--- src/rtl/z80_bus_target_if.sv ---
// Z80 CPU-side bus bundle for z80_bus_target: address/data/strobes from the CPU,
// read data, wait and interrupt lines back from the target.
interface z80_bus_target_if;
  logic [15:0] a;
  logic [7:0]  d_in;
  logic        mreq_n;
  logic        iorq_n;
  logic        rd_n;
  logic        wr_n;
  logic        m1_n;
  logic        rfsh_n;
  logic [7:0]  d_out;
  logic        d_oe;
  logic        wait_n;
  logic        int_n;

  modport master (
    output a, d_in, mreq_n, iorq_n, rd_n, wr_n, m1_n, rfsh_n,
    input  d_out, d_oe, wait_n, int_n
  );

  modport slave (
    input  a, d_in, mreq_n, iorq_n, rd_n, wr_n, m1_n, rfsh_n,
    output d_out, d_oe, wait_n, int_n
  );
endinterface

--- src/rtl/z80_bus_target.sv ---
// Z80 bus target: scratch RAM window, one control/status I/O port and IM2 interrupt
// acknowledge. Define Z80_TARGET_WAIT_EN to build the wait-state generator.
module z80_bus_target #(
  parameter logic [15:0] MEM_BASE      = 16'h8000,
  parameter int          MEM_SIZE_LOG2 = 6,
  parameter logic [7:0]  IO_PORT       = 8'h10,
  parameter int          WAIT_STATES   = 2,
  parameter logic [7:0]  IM2_VECTOR    = 8'hE0
) (
  input  logic             wb_clk_i,
  input  logic             wb_rst_i,
  input  logic             irq_i,
  z80_bus_target_if.slave  bus
);

  localparam int          MEM_DEPTH = 2 ** MEM_SIZE_LOG2;
  localparam logic [16:0] MEM_LO    = {1'b0, MEM_BASE};
  localparam logic [16:0] MEM_HI    = MEM_LO + 17'(MEM_DEPTH);

  if (WAIT_STATES < 0 || WAIT_STATES > 15) begin : g_wait_states_range
    $error("z80_bus_target: WAIT_STATES must be within 0..15");
  end

`ifdef Z80_TARGET_WAIT_EN
  typedef enum logic [1:0] {S_IDLE, S_WAIT, S_ACCESS, S_HOLD} state_t;
  localparam logic [3:0] WS_LAST = 4'(WAIT_STATES - 1);
`else
  typedef enum logic [1:0] {S_IDLE, S_ACCESS, S_HOLD} state_t;
`endif

  typedef enum logic [1:0] {K_MEM, K_IO, K_INTA} kind_t;

  state_t     state_q, state_d;
  kind_t      kind_q, kind_d;
  logic       is_rd_q, is_rd_d;
  logic [7:0] d_out_q, d_out_d;
  logic       d_oe_q, d_oe_d;
  logic       pending_q, pending_d;
  logic       ie_q, ie_d;
  logic       int_n_q;
  logic       clr_pending;
  logic       ram_we;
  logic [7:0] ram [MEM_DEPTH];

`ifdef Z80_TARGET_WAIT_EN
  logic       wait_n_q, wait_n_d;
  logic [3:0] wcnt_q, wcnt_d;
`endif

  logic                     mem_hit, io_hit, inta_hit, foreign, strobe_live;
  logic [MEM_SIZE_LOG2-1:0] ram_idx;
  logic [7:0]               status_byte;

  assign ram_idx     = bus.a[MEM_SIZE_LOG2-1:0];
  assign status_byte = {pending_q, 6'b0, ie_q};

  // Refresh cycles never match: rfsh_n gates both the memory decode and the foreign-cycle check.
  always_comb begin
    mem_hit  = !bus.mreq_n && bus.rfsh_n && (!bus.rd_n || !bus.wr_n) &&
               ({1'b0, bus.a} >= MEM_LO) && ({1'b0, bus.a} < MEM_HI);
    io_hit   = !bus.iorq_n && bus.m1_n && (!bus.rd_n || !bus.wr_n) &&
               (bus.a[7:0] == IO_PORT);
    inta_hit = !bus.m1_n && !bus.iorq_n;
    foreign  = ((!bus.mreq_n && bus.rfsh_n) || !bus.iorq_n) && (!bus.rd_n || !bus.wr_n);
    strobe_live = (kind_q == K_MEM) ? !bus.mreq_n : !bus.iorq_n;
  end

  always_comb begin
    state_d     = state_q;
    kind_d      = kind_q;
    is_rd_d     = is_rd_q;
    d_out_d     = d_out_q;
    d_oe_d      = d_oe_q;
    ie_d        = ie_q;
    clr_pending = 1'b0;
    ram_we      = 1'b0;
`ifdef Z80_TARGET_WAIT_EN
    wait_n_d    = wait_n_q;
    wcnt_d      = wcnt_q;
`endif

    case (state_q)
      S_IDLE: begin
        if (inta_hit || io_hit || mem_hit) begin
          kind_d  = inta_hit ? K_INTA : (io_hit ? K_IO : K_MEM);
          is_rd_d = inta_hit || !bus.rd_n;
`ifdef Z80_TARGET_WAIT_EN
          if (WAIT_STATES > 0) begin
            state_d  = S_WAIT;
            wait_n_d = 1'b0;
            wcnt_d   = 4'd0;
          end else begin
            state_d     = S_ACCESS;
            clr_pending = inta_hit;
          end
`else
          state_d     = S_ACCESS;
          clr_pending = inta_hit;
`endif
        end else if (foreign) begin
          state_d = S_HOLD;
        end
      end

`ifdef Z80_TARGET_WAIT_EN
      S_WAIT: begin
        if (!strobe_live) begin
          state_d  = S_IDLE;
          wait_n_d = 1'b1;
          wcnt_d   = 4'd0;
        end else if (wcnt_q == WS_LAST) begin
          state_d     = S_ACCESS;
          wait_n_d    = 1'b1;
          wcnt_d      = 4'd0;
          clr_pending = (kind_q == K_INTA);
        end else begin
          wcnt_d = wcnt_q + 4'd1;
        end
      end
`endif

      // Writes linger here until wr_n falls, since the CPU drops wr_n a cycle after mreq_n.
      S_ACCESS: begin
        if (!strobe_live) begin
          state_d = S_IDLE;
          d_oe_d  = 1'b0;
        end else if (is_rd_q) begin
          case (kind_q)
            K_MEM:   d_out_d = ram[ram_idx];
            K_IO:    d_out_d = status_byte;
            default: d_out_d = IM2_VECTOR;
          endcase
          d_oe_d  = 1'b1;
          state_d = S_HOLD;
        end else if (!bus.wr_n) begin
          if (kind_q == K_MEM) begin
            ram_we = 1'b1;
          end else begin
            ie_d        = bus.d_in[0];
            clr_pending = bus.d_in[7];
          end
          state_d = S_HOLD;
        end
      end

      S_HOLD: begin
        if (bus.mreq_n && bus.iorq_n) begin
          state_d = S_IDLE;
          d_oe_d  = 1'b0;
        end
      end

      default: begin
        state_d = S_IDLE;
        d_oe_d  = 1'b0;
      end
    endcase

    pending_d = irq_i ? 1'b1 : (clr_pending ? 1'b0 : pending_q);
  end

  always_ff @(posedge wb_clk_i) begin
    if (wb_rst_i) begin
      state_q   <= S_IDLE;
      kind_q    <= K_MEM;
      is_rd_q   <= 1'b0;
      d_out_q   <= 8'h00;
      d_oe_q    <= 1'b0;
      pending_q <= 1'b0;
      ie_q      <= 1'b0;
      int_n_q   <= 1'b1;
`ifdef Z80_TARGET_WAIT_EN
      wait_n_q  <= 1'b1;
      wcnt_q    <= 4'd0;
`endif
    end else begin
      state_q   <= state_d;
      kind_q    <= kind_d;
      is_rd_q   <= is_rd_d;
      d_out_q   <= d_out_d;
      d_oe_q    <= d_oe_d;
      pending_q <= pending_d;
      ie_q      <= ie_d;
      int_n_q   <= ~(pending_d & ie_d);
`ifdef Z80_TARGET_WAIT_EN
      wait_n_q  <= wait_n_d;
      wcnt_q    <= wcnt_d;
`endif
    end
  end

  // RAM contents survive reset; a reset edge only blocks the write in flight.
  always_ff @(posedge wb_clk_i) begin
    if (ram_we && !wb_rst_i) begin
      ram[ram_idx] <= bus.d_in;
    end
  end

  assign bus.d_out = d_out_q;
  assign bus.d_oe  = d_oe_q;
  assign bus.int_n = int_n_q;
`ifdef Z80_TARGET_WAIT_EN
  assign bus.wait_n = wait_n_q;
`else
  assign bus.wait_n = 1'b1;
`endif

endmodule

--- src/flat_wrapper.sv ---
// flat-port wrapper written by rule: the top's interface ports become plain ports
module z80_bus_target_flat 
#(
  parameter logic [15:0] MEM_BASE      = 16'h8000,
  parameter int          MEM_SIZE_LOG2 = 6,
  parameter logic [7:0]  IO_PORT       = 8'h10,
  parameter int          WAIT_STATES   = 2,
  parameter logic [7:0]  IM2_VECTOR    = 8'hE0
)
  (wb_clk_i, wb_rst_i, irq_i, bus_a, bus_d_in, bus_mreq_n, bus_iorq_n, bus_rd_n, bus_wr_n, bus_m1_n, bus_rfsh_n, bus_d_out, bus_d_oe, bus_wait_n, bus_int_n);
  z80_bus_target_if bus_i ();
  input  logic wb_clk_i;
  input  logic wb_rst_i;
  input  logic irq_i;
  input wire logic [$bits(bus_i.a)-1:0] bus_a;
  input wire logic [$bits(bus_i.d_in)-1:0] bus_d_in;
  input wire logic [$bits(bus_i.mreq_n)-1:0] bus_mreq_n;
  input wire logic [$bits(bus_i.iorq_n)-1:0] bus_iorq_n;
  input wire logic [$bits(bus_i.rd_n)-1:0] bus_rd_n;
  input wire logic [$bits(bus_i.wr_n)-1:0] bus_wr_n;
  input wire logic [$bits(bus_i.m1_n)-1:0] bus_m1_n;
  input wire logic [$bits(bus_i.rfsh_n)-1:0] bus_rfsh_n;
  output wire logic [$bits(bus_i.d_out)-1:0] bus_d_out;
  output wire logic [$bits(bus_i.d_oe)-1:0] bus_d_oe;
  output wire logic [$bits(bus_i.wait_n)-1:0] bus_wait_n;
  output wire logic [$bits(bus_i.int_n)-1:0] bus_int_n;
  assign bus_i.a = bus_a;
  assign bus_i.d_in = bus_d_in;
  assign bus_i.mreq_n = bus_mreq_n;
  assign bus_i.iorq_n = bus_iorq_n;
  assign bus_i.rd_n = bus_rd_n;
  assign bus_i.wr_n = bus_wr_n;
  assign bus_i.m1_n = bus_m1_n;
  assign bus_i.rfsh_n = bus_rfsh_n;
  assign bus_d_out = bus_i.d_out;
  assign bus_d_oe = bus_i.d_oe;
  assign bus_wait_n = bus_i.wait_n;
  assign bus_int_n = bus_i.int_n;
  z80_bus_target #(.MEM_BASE(MEM_BASE), .MEM_SIZE_LOG2(MEM_SIZE_LOG2), .IO_PORT(IO_PORT), .WAIT_STATES(WAIT_STATES), .IM2_VECTOR(IM2_VECTOR)) u_core (.wb_clk_i(wb_clk_i), .wb_rst_i(wb_rst_i), .irq_i(irq_i), .bus(bus_i));
endmodule
--- config.mk ---
export PLATFORM = sky130hd
export DESIGN_NAME = z80_bus_target_flat
export DESIGN_NICKNAME = d
export VERILOG_FILES = /design/src/rtl/z80_bus_target_if.sv /design/src/rtl/z80_bus_target.sv /design/src/flat_wrapper.sv
export SDC_FILE = /design/constraint.sdc
export NUM_CORES = 1
export LEC_CHECK = 0
export ABC_AREA = 1
export BUFFER_PORTS_ARGS = -buffer_cell sky130_fd_sc_hd__buf_4
export CORE_MARGIN = 2
export CORE_UTILIZATION = 35
export CTS_CLUSTER_SIZE = 25
export DETAILED_ROUTE_END_ITERATION = 7
export GPL_TIMING_DRIVEN = 0
export PLACE_DENSITY_LB_ADDON = 0.05
export SKIP_LAST_GASP = 1
export SYNTH_ARGS = -nofsm -noshare
export SYNTH_HDL_FRONTEND = slang
export SYNTH_SLANG_ARGS = --single-unit
export TNS_END_PERCENT = 20
--- constraint.sdc ---
create_clock -name wb_clk_i -period 2.6 [get_ports wb_clk_i]
set_input_delay 0.13 -clock wb_clk_i [delete_from_list [all_inputs] [get_ports wb_clk_i]]
set_output_delay 0.13 -clock wb_clk_i [all_outputs]
set_load 0.03 [all_outputs]
==> metrics.txt <==
DR vias/cell 5.13; chip width 255 um; Critical R2R Capture u_core.ram[44][2]$_DFFE_PP_; final setup vio count 1; failing checks setup timing; worst-case reg-to-reg path depth 8; Final Hold Viols 0; Yosys reg bits 529; Ys Warns 0; I/O Pins 44; setup slack at placement -1450 ps; hold path startpoint bus_d_in[6]; final wirelength 84800 um; status complete, but fails checks; critical path required time 3080 ps; Net Sw Power 4.49 mW; TritonCTS Buffers 58; Die H 255 um; Worst-Margin Slew 1280 ps; final HPWL from detailed placement 55000 um; max cap viols 0; most common cell after layout, fill and taps aside nand2_1; DR vias 16100; Clock Power Share 43.3%; Critical Path Source bus_a[2]; Peak VDD IR 0.506 mV; Syn-to-layout area delta 23.4%; RSZ-0062 raised after global routing true; Root Buffer clkbuf_16; startpoint types input pin; placed insts 2927; 1st-iter DRT viols 1672; Clock Latency Late Sink 630 ps; synth unique cells 28; nets 2285; effective utilization at floorplan 35.2%; clock sinks 529; fin crit share 109%; mean area per synthesized cell 10.8 um^2; GRT overflow 0; Tmin final 2840 ps; Critical-path top delay cell clkbuf_1; critical path arrival 3320 ps; final setup TNS -241 ps; I/O Buffers 40; cell area after synthesis 0.0221 mm^2; Rows 92; Die ar. 0.0651 mm^2; worst hold path depth 1; placed inst area 0.0235 mm^2; initial antenna violation count 1; asr flop ratio synth 0%; Final Util 43.4%; DR DRC count 0; final hold slack 77.0 ps; worst path buffer plus inverter count 3; Power, Total 18.8 mW; EDFF count, synth 512; Worst slew margin 14.4%; core box area 0.0627 mm^2; Pwr Density 690 mW/mm^2; Final Worst Setup Slack -241 ps; Comb power frac 6.9%; Top cell by count, worst path nand2_1; Slew Limit Fails 0; Switching Fraction 23.9%; crit path max fanout 10; WS Path Type in -> reg; final RePlAce weighted congestion 0.879; hold endpoint u_core.ram[35][6]$_DFFE_PP_; WL/cell 27.0 um; H-tree Lvls 2; CP Capture Type flop; fraction of layout cells with a size suffix above 1 17.3%; Layout Cells excl Fill 3145; global-route wire length before repair 119000 um; CTS tree yes; internal power 14.3 mW; final instance area 0.0272 mm^2; Top FF cell, synth edfxtp_1; Flop pwr share 49.8%; vias in the first global route 15500; Routed Antenna Nets 0; reg2reg setup slack 100 ps; Leak 10.4 nW; crit-path max cell delay 910 ps; most frequent cells in the layout nand2_1, edfxtp_1, nand3_1, nor2_1, buf_4; clock-pin transition on the worst setup and hold timing paths 60 ps; Seq/Total Area, Yosys 71.2%; 1st-pass router iterations 5; Fin Clk Skew 20.5 ps; CTS Buffer Depth 3; min-delay worst type in -> reg; Fmax 0.352 GHz; net count after synthesis 2074; Mapped Cells 2041; crit path cell chain buf_4 > buf_2 > nand2_1 > clkbuf_1 > nor2_1 > nand2_1 > nand2_1 > o21ai_0 > nand2_1 > nor2_1 > nand3_1 > nand2_1 > a21oi_1; gr usage total 26.5%; Critical R2R Launch u_core.kind_q[1]$_SDFFE_PP0P_; Worst path top cell family by delay simple AND/OR/NAND/NOR gates; largest net degree at the start of global routing 66
## synth_stat cells (4+ instances only)
master / n / area share, %
buf_2: 49 / 1.1
buf_1: 11 / 0.19
clkinv_1: 4 / 0.068
edfxtp_1: 512 / 70
dfxtp_1: 17 / 1.5
nand2_1: 792 / 13
nand3b_1: 5 / 0.17
or2_2: 32 / 0.91
nor3_1: 6 / 0.14
o21ai_0: 78 / 1.8
clkbuf_1: 36 / 0.61
o211ai_1: 39 / 1.3
nand3_1: 142 / 3.2
nor2_1: 188 / 3.2
inv_1: 85 / 1.4
a21oi_1: 24 / 0.54
## cell type report
cell class	count	area, um^2
Fill cell	5982	35500
Sequential cell	529	15700
Multi-Input combinational cell	1323	6200
Timing Repair Buffer	151	1650
Clock buffer	75	1600
Tap cell	846	1060
Buffer	97	432
Inverter	92	345
Clock inverter	31	248
Antenna cell	1	2.50
## power by group through the flow
| stage | registers, mW | clock network (mW) | logic, mW |
|---|---|---|---|
| after global placement | 9.54 | 0 | 1.23 |
| after global routing | 9.36 | 8.59 | 1.39 |
| after CTS | 9.36 | 8.27 | 1.30 |
| final | 9.36 | 8.14 | 1.30 |
| after floorplan | 9.54 | 0 | 0.546 |
| after detailed placement | 9.54 | 0 | 1.24 |
## sequential cells by signal (all words and copies together), names as in the netlist
name and cells:
u_core.ram 512, u_core.bus.d_out 8, u_core.kind_q 2, u_core.state_q 2
u_core.bus.d_oe 1, u_core.bus.int_n 1, u_core.ie_q 1, u_core.is_rd_q 1
u_core.pending_q 1
## worst reg2reg max path, stage by stage (launching register included)
cell and delay (ps):
dfxtp_2 360, nor2_4 160, o21ai_0 120, nor2_1 170
nand2_2 130, nor4_4 220, buf_12 200, nand3_4 340
nor2_4 480
## kinds of logic after synthesis
kind of cell	Yosys count	share of synthesized area (%)
and+or+nand+nor	1178	21.6
DFF	529	71.2
buffers and inverters	189	3.51
AOI/OAI and AO/OA	144	3.71
other	1	0.0170
## how the worst max path moves through the flow
| stage | end | slack (ps) | depth (start not counted) |
|---|---|---|---|
| floorplan | u_core.ram[0][0]$_DFFE_PP_ | 420 | 7 |
| detailed placement | u_core.ram[17][2]$_DFFE_PP_ | -1450 | 6 |
| CTS | u_core.ram[22][4]$_DFFE_PP_ | -50 | 10 |
| global placement | u_core.ram[17][1]$_DFFE_PP_ | -1480 | 6 |
| finish | u_core.bus.d_out[5]$_SDFFE_PP0P_ | -240 | 13 |
| global route | u_core.bus.d_out[5]$_SDFFE_PP0P_ | -160 | 13 |
## timing repair
| action | 4_1_cts | 5_1_grt |
|---|---|---|
| setup endpoints to repair | 513 | 358 |
| buffers inserted | 98 | 1 |
| gates resized for setup | 147 | 5 |
| hold buffers | 12 | 0 |
| endpoints found under the hold margin | 10 | 0 |
| pin swaps | 58 | 1 |
## layer usage
metal / track usage [%] / vias up / wire [um]
met5: 0 / - / 0
met4: 10.3 / 0 / 3440
met3: 3.17 / 150 / 4910
met2: 41.9 / 575 / 38500
met1: 37.5 / 8063 / 37900
li1: - / 7331 / -
Note: power is estimated with default switching activity, not from simulation.
